**config.mk**
```make
export PLATFORM = sky130hd
export DESIGN_NAME = clk_div_multi
export DESIGN_NICKNAME = d
export VERILOG_FILES = /design/src/rtl/clk_div_pkg.sv /design/src/rtl/clk_div_chan.sv /design/src/rtl/clk_div_multi.sv
export SDC_FILE = /design/constraint.sdc
export NUM_CORES = 1
export LEC_CHECK = 0
export BUFFER_PORTS_ARGS = -buffer_cell sky130_fd_sc_hd__buf_2
export CAP_MARGIN = 40
export CORE_ASPECT_RATIO = 1.75
export CORE_MARGIN = 2
export CORE_UTILIZATION = 45
export DETAILED_ROUTE_END_ITERATION = 8
export SLEW_MARGIN = 20
export SYNTH_ARGS = -nofsm -noshare
export SYNTH_HDL_FRONTEND = slang
export SYNTH_SLANG_ARGS = --single-unit
export TNS_END_PERCENT = 100
```
**constraint.sdc**
```tcl
create_clock -name clk_in -period 2.4 [get_ports clk_in]
set_input_delay 0.48 -clock clk_in [delete_from_list [all_inputs] [get_ports clk_in]]
set_output_delay 0.48 -clock clk_in [all_outputs]
set_load 0.005 [all_outputs]
```
**src/rtl/clk_div_pkg.sv**
```systemverilog
// Shared defaults and helpers for the multi-channel clock divider.
// Contents:
//   NCH_DEF, CNT_W_DEF, DIV_RST_DEF : default channel count, counter width, reset divisor
//   ch_idx_w()                      : width of a channel index (minimum 1 bit)
package clk_div_pkg;

   localparam int unsigned NCH_DEF     = 4;
   localparam int unsigned CNT_W_DEF   = 32;
   localparam int unsigned DIV_RST_DEF = 12499;

   // Channel-index width; a single channel still needs a 1-bit select.
   function automatic int unsigned ch_idx_w(input int unsigned n);
      return (n > 1) ? $clog2(n) : 1;
   endfunction

endpackage

```
**src/rtl/clk_div_chan.sv**
```systemverilog
// One divider channel: counter, active divisor, shadow divisor and pending flag.
// Optional feature macro: CLK_DIV_TICK_EN adds the registered tick output.
// Ports:
//   clk_in, rst_n  : clock, synchronous active-low reset
//   en             : channel enable (level)
//   sync_all       : clear counter/output and apply any pending shadow
//   wr, wr_div     : accepted load for this channel and its divisor
//   pending        : shadow divisor waiting to become active
//   divided_clk    : divided clock, period 2*(D+1)
//   tick           : one-cycle pulse with each rising divided_clk (CLK_DIV_TICK_EN only)
module clk_div_chan #(
   parameter int unsigned CNT_W   = 32,
   parameter int unsigned DIV_RST = 12499
) (
   input  logic             clk_in,
   input  logic             rst_n,
   input  logic             en,
   input  logic             sync_all,
   input  logic             wr,
   input  logic [CNT_W-1:0] wr_div,
   output logic             pending,
   output logic             divided_clk
`ifdef CLK_DIV_TICK_EN
   ,
   output logic             tick
`endif
);

   logic [CNT_W-1:0] cnt;
   logic [CNT_W-1:0] div;
   logic [CNT_W-1:0] shadow;
   // Enable seen on the previous edge; the enable edge itself only arms the counter.
   logic             en_q;

   // Counter, output toggle and shadow hand-over.
   always_ff @(posedge clk_in) begin
      if (!rst_n) begin
         cnt         <= '0;
         div         <= CNT_W'(DIV_RST);
         shadow      <= CNT_W'(DIV_RST);
         pending     <= 1'b0;
         divided_clk <= 1'b0;
         en_q        <= 1'b0;
`ifdef CLK_DIV_TICK_EN
         tick        <= 1'b0;
`endif
      end else begin
         en_q <= en;
`ifdef CLK_DIV_TICK_EN
         tick <= 1'b0;
`endif
         // Idle, freshly enabled or synchronised: hold at phase zero and
         // apply any waiting divisor immediately (no period to protect).
         if (sync_all || !en || !en_q) begin
            cnt         <= '0;
            divided_clk <= 1'b0;
            if (pending) begin
               div     <= shadow;
               pending <= 1'b0;
            end
         end else if (cnt == div) begin
            cnt         <= '0;
            divided_clk <= ~divided_clk;
`ifdef CLK_DIV_TICK_EN
            tick        <= ~divided_clk;
`endif
            // Swap divisors only on a half-period boundary so no runt appears.
            if (pending) begin
               div     <= shadow;
               pending <= 1'b0;
            end
         end else begin
            cnt <= cnt + CNT_W'(1);
         end
         // A load is only accepted when nothing is pending, so it never
         // collides with the hand-over above.
         if (wr) begin
            shadow  <= wr_div;
            pending <= 1'b1;
         end
      end
   end

endmodule

```
**src/rtl/clk_div_multi.sv**
```systemverilog
// Multi-channel programmable clock divider with a shared divisor load port.
// Optional feature macro: CLK_DIV_TICK_EN adds the per-channel tick output.
// Ports:
//   clk_in, rst_n          : clock, synchronous active-low reset
//   chan_en[NCH]           : per-channel enable
//   sync_all               : phase-align all channels
//   load_valid/load_ch/load_div, load_ready : divisor update handshake
//   divided_clk[NCH]       : per-channel divided clocks
//   tick[NCH]              : per-channel rising-edge pulses (CLK_DIV_TICK_EN only)
module clk_div_multi
   import clk_div_pkg::*;
#(
   parameter int unsigned NCH     = NCH_DEF,
   parameter int unsigned CNT_W   = CNT_W_DEF,
   parameter int unsigned DIV_RST = DIV_RST_DEF
) (
   input  logic                       clk_in,
   input  logic                       rst_n,
   input  logic [NCH-1:0]             chan_en,
   input  logic                       sync_all,
   input  logic                       load_valid,
   input  logic [ch_idx_w(NCH)-1:0]   load_ch,
   input  logic [CNT_W-1:0]           load_div,
   output logic                       load_ready,
   output logic [NCH-1:0]             divided_clk
`ifdef CLK_DIV_TICK_EN
   ,
   output logic [NCH-1:0]             tick
`endif
);

   localparam int unsigned LCH_W = ch_idx_w(NCH);

   logic [NCH-1:0] pending;
   logic [NCH-1:0] wr;

   // Load decode; an out-of-range channel reads ready and is dropped.
   always_comb begin
      load_ready = 1'b1;
      wr         = '0;
      for (int i = 0; i < NCH; i++) begin
         if (load_ch == LCH_W'(i)) begin
            load_ready = ~pending[i];
            wr[i]      = load_valid & ~pending[i];
         end
      end
   end

   for (genvar g = 0; g < NCH; g++) begin : g_chan
      clk_div_chan #(
         .CNT_W   (CNT_W),
         .DIV_RST (DIV_RST)
      ) u_chan (
         .clk_in      (clk_in),
         .rst_n       (rst_n),
         .en          (chan_en[g]),
         .sync_all    (sync_all),
         .wr          (wr[g]),
         .wr_div      (load_div),
         .pending     (pending[g]),
         .divided_clk (divided_clk[g])
`ifdef CLK_DIV_TICK_EN
         ,
         .tick        (tick[g])
`endif
      );
   end

endmodule
```
==> results_dict.tcl <==
set metrics [dict create \
    synth_top_cell_by_area "dfxtp_1" \
    fmaxAchievable_ghz 0.447 \
    num_vias 17800 \
    power_frac_seq_pct 48.4 \
    dieArea_um2 45900 \
    layout.nets 2427 \
    start_util_pct 45.7 \
    layout_setup_ws_ps 162 \
    final_area_um2 22100 \
    muxShareOfSynthArea_pct 0.113 \
    overflow 0 \
    globalplace.congestion 0.858 \
    synth_top_family_by_area "simple AND/OR/NAND/NOR gates" \
    dp_hpwl_um 42600 \
    period_needed_ps 2240 \
    synth_adder_area_share_pct 0.252 \
    postCtsHoldBufs 0 \
    worstPathArrival_ps 2660 \
    portBuffers 46 \
    netlist_instances 2427 \
    drive_gt1_share_pct 9.06 \
    power.leakage_nw 8.46 \
    rsz0062_at_grt "no" \
    via_per_inst 6.00 \
    max_cap_violations 0 \
    track_usage_pct 26.2 \
    synth.area.top_cells "dfxtp_1, xor2_1, nand3_1, nand2_1, a32oi_1" \
    fin_skew_ps 18.9 \
    crit_fanout 14 \
    synth_edf_count 0 \
    worst_setup_path_start_kind "flip-flop" \
    finalWirelength_um 60500 \
    syn-cell-area_um2 19900 \
    antenna_found_initial 0 \
    wl_per_cell_um 20.3 \
    syn_to_final_growth_pct 11.4 \
    internal_power_mw 10.7 \
    p_switching_mw 3.18 \
    cts_made_buffers 40 \
    synth_nets 2473 \
    cts_tree "built" \
    dr.pass1.iters 5 \
    synthSimpleGateAreaFrac_pct 29.2 \
    io_pins 47 \
    clockBufferDepth 3 \
    clockRootBuffer "clkbuf_16" \
    post_synth_num_cell_types 41 \
    grt_pass1_vias 17200 \
    hold_violations 0 \
    final_max_slew_viol_count 0 \
    synth.yosys.seq_area_share_pct 39.9 \
    ir_drop_mv 0.497 \
    cts_setup_buffers 0 \
    drc_errors 0 \
    yosys_warnings 0 \
    synth_common_cells "dfxtp_1, nand2_1, nand3_1" \
    synth_top_area_share_pct 39.9 \
    min_path_type "input port to flip-flop" \
    rows 101 \
    synth_ff_type "dfxtp_1" \
    synth_compound_area_share_pct 14.7 \
    tns_ps 0 \
    path_clk_slew_ps 60 \
    status "complete, no violations" \
    slew_headroom_pct 45.0 \
    antenna_cells 0 \
    synth-xor-area-share_pct 10.9 \
    worst-setup-path-type "flip-flop to flip-flop" \
    dpl-instance-area_um2 20800 \
    ant_nets 0 \
    cellPowerDensity_nw_per_um2 629 \
    holdWs_ps 157 \
    grt_max_degree 87 \
    yosys.cell_count.top_type "dfxtp_1" \
    setup_violations 0 \
    synth-seq-cells 396 \
    comb_power_share_pct 4.5 \
    place_ws_ps 110 \
    die_w_um 163 \
    period_share_pct 93.2 \
    drt-initial-drc-count 1191 \
    clockPowerShare_pct 47.1 \
    end_kind "flip-flop" \
    syn_area_per_cell_um2 8.18 \
    cts.htree.levels 2 \
    tightest_slew_ps 825 \
    p_sw_share_pct 22.9 \
    crit_required_ps 2820 \
    clk_latency_ps 550 \
    async_flop_share_pct 0 \
    core_region_area_um2 43500 \
    die_y_um 282 \
    grt_pass1_wl_um 95400 \
    numClockSinks 396 \
]
==> per-layer routing <==
metal / GRT usage, % / wire, um
met5: 0 / 0
met4: 15.6 / 3880
met3: 2.35 / 2340
met2: 48.6 / 31700
met1: 28.6 / 22500
==> cell usage in the layout, fill, tap and decap left out, types with 7 or more instances in the layout <==
| master | instances |
|---|---|
| a21boi_0 | 104 |
| a21oi_1 | 33 |
| a32oi_1 | 100 |
| and2_1 | 10 |
| and3_1 | 120 |
| and4_1 | 23 |
| buf_12 | 11 |
| buf_2 | 45 |
| buf_4 | 78 |
| clkbuf_1 | 7 |
| clkbuf_16 | 41 |
| clkbuf_8 | 7 |
| clkinv_2 | 7 |
| dfxtp_1 | 396 |
| inv_1 | 18 |
| nand2_1 | 320 |
| nand3_1 | 268 |
| nand3b_1 | 58 |
| nand4_1 | 59 |
| nor2_1 | 169 |
| nor3_1 | 71 |
| nor4_1 | 28 |
| o2111ai_1 | 100 |
| o21ai_0 | 33 |
| or3_1 | 7 |
| xnor2_1 | 73 |
| xor2_1 | 172 |
==> what timing repair did <==
item,CTS,global route
endpoints found under the setup margin,0,11
gates resized for setup,0,1
endpoints found under the hold margin,0,0
==> flip-flops by register name, summed over array words and instances, names as in the netlist <==
register / flops
g_chan.u_chan.div: 128
g_chan.u_chan.divided_clk: 4
g_chan.u_chan.pending: 4
g_chan.u_chan.cnt: 128
g_chan.u_chan.shadow: 128
g_chan.u_chan.en_q: 4
==> path summary, 6_finish.rpt <==
path / end / cells after the start / slack [ps] / from
max: g_chan[2].u_chan.div[30]$_SDFFE_PN0P_ / 6 / 160 / g_chan[2].u_chan.cnt[10]$_SDFF_PP0_
min: g_chan[0].u_chan.en_q$_SDFF_PN0_ / 2 / 160 / chan_en[0]
max reg2reg: g_chan[2].u_chan.div[30]$_SDFFE_PN0P_ / 6 / 160 / g_chan[2].u_chan.cnt[10]$_SDFF_PP0_
min reg2reg: g_chan[2].u_chan.shadow[1]$_SDFFE_PN1P_ / 2 / 460 / g_chan[2].u_chan.shadow[1]$_SDFFE_PN1P_
==> area by class of cell <==
| class | count | area, um2 |
|---|---|---|
| fillers | 4190 | 21300 |
| multi-input cells | 1787 | 11000 |
| flip-flops and latches | 396 | 7930 |
| clock buffers | 55 | 1150 |
| repair buffers | 136 | 1060 |
| well taps | 566 | 708 |
| clock inverters | 13 | 193 |
| inverters | 20 | 75.1 |
==> kinds of logic after synthesis <==
kind of cell / count (synthesis)
DFF: 396
AOI/OAI and AO/OA: 378
xor gates and xnor gates: 247
adders and majority gates: 4
and+or+nand+nor: 1157
muxes: 1
buffers and inverters: 244
==> power by group through the flow <==
stage          combinational (mW)  clock (mW)  sequential [mW]
5_1_grt                     0.676        6.90             6.74
3_3_place_gp                0.606           0             6.88
6_report                    0.624        6.55             6.73
3_5_place_dp                0.619           0             6.88
4_1_cts                     0.620        6.68             6.73
2_1_floorplan               0.363           0             6.85
==> stage by stage <==
stage | power (mW) | cells | util, %
floorplan | 7.21 | 2427 | -
global placement | 7.48 | 2904 | 47.8
detailed placement | 7.50 | 2905 | 47.8
CTS | 14.0 | 2973 | 50.9
global route | 14.3 | 2973 | 50.9
finish | 13.9 | 2973 | 50.9
==> worst max-delay path, stage by stage (launching register included) <==
cell and delay (ps):
dfxtp_1 450, xnor2_2 190, nand4_1 320, or4_1 600, buf_4 250, o2111ai_1 200
nand3_1 110
No activity file was read; power rests on OpenSTA's default activity.
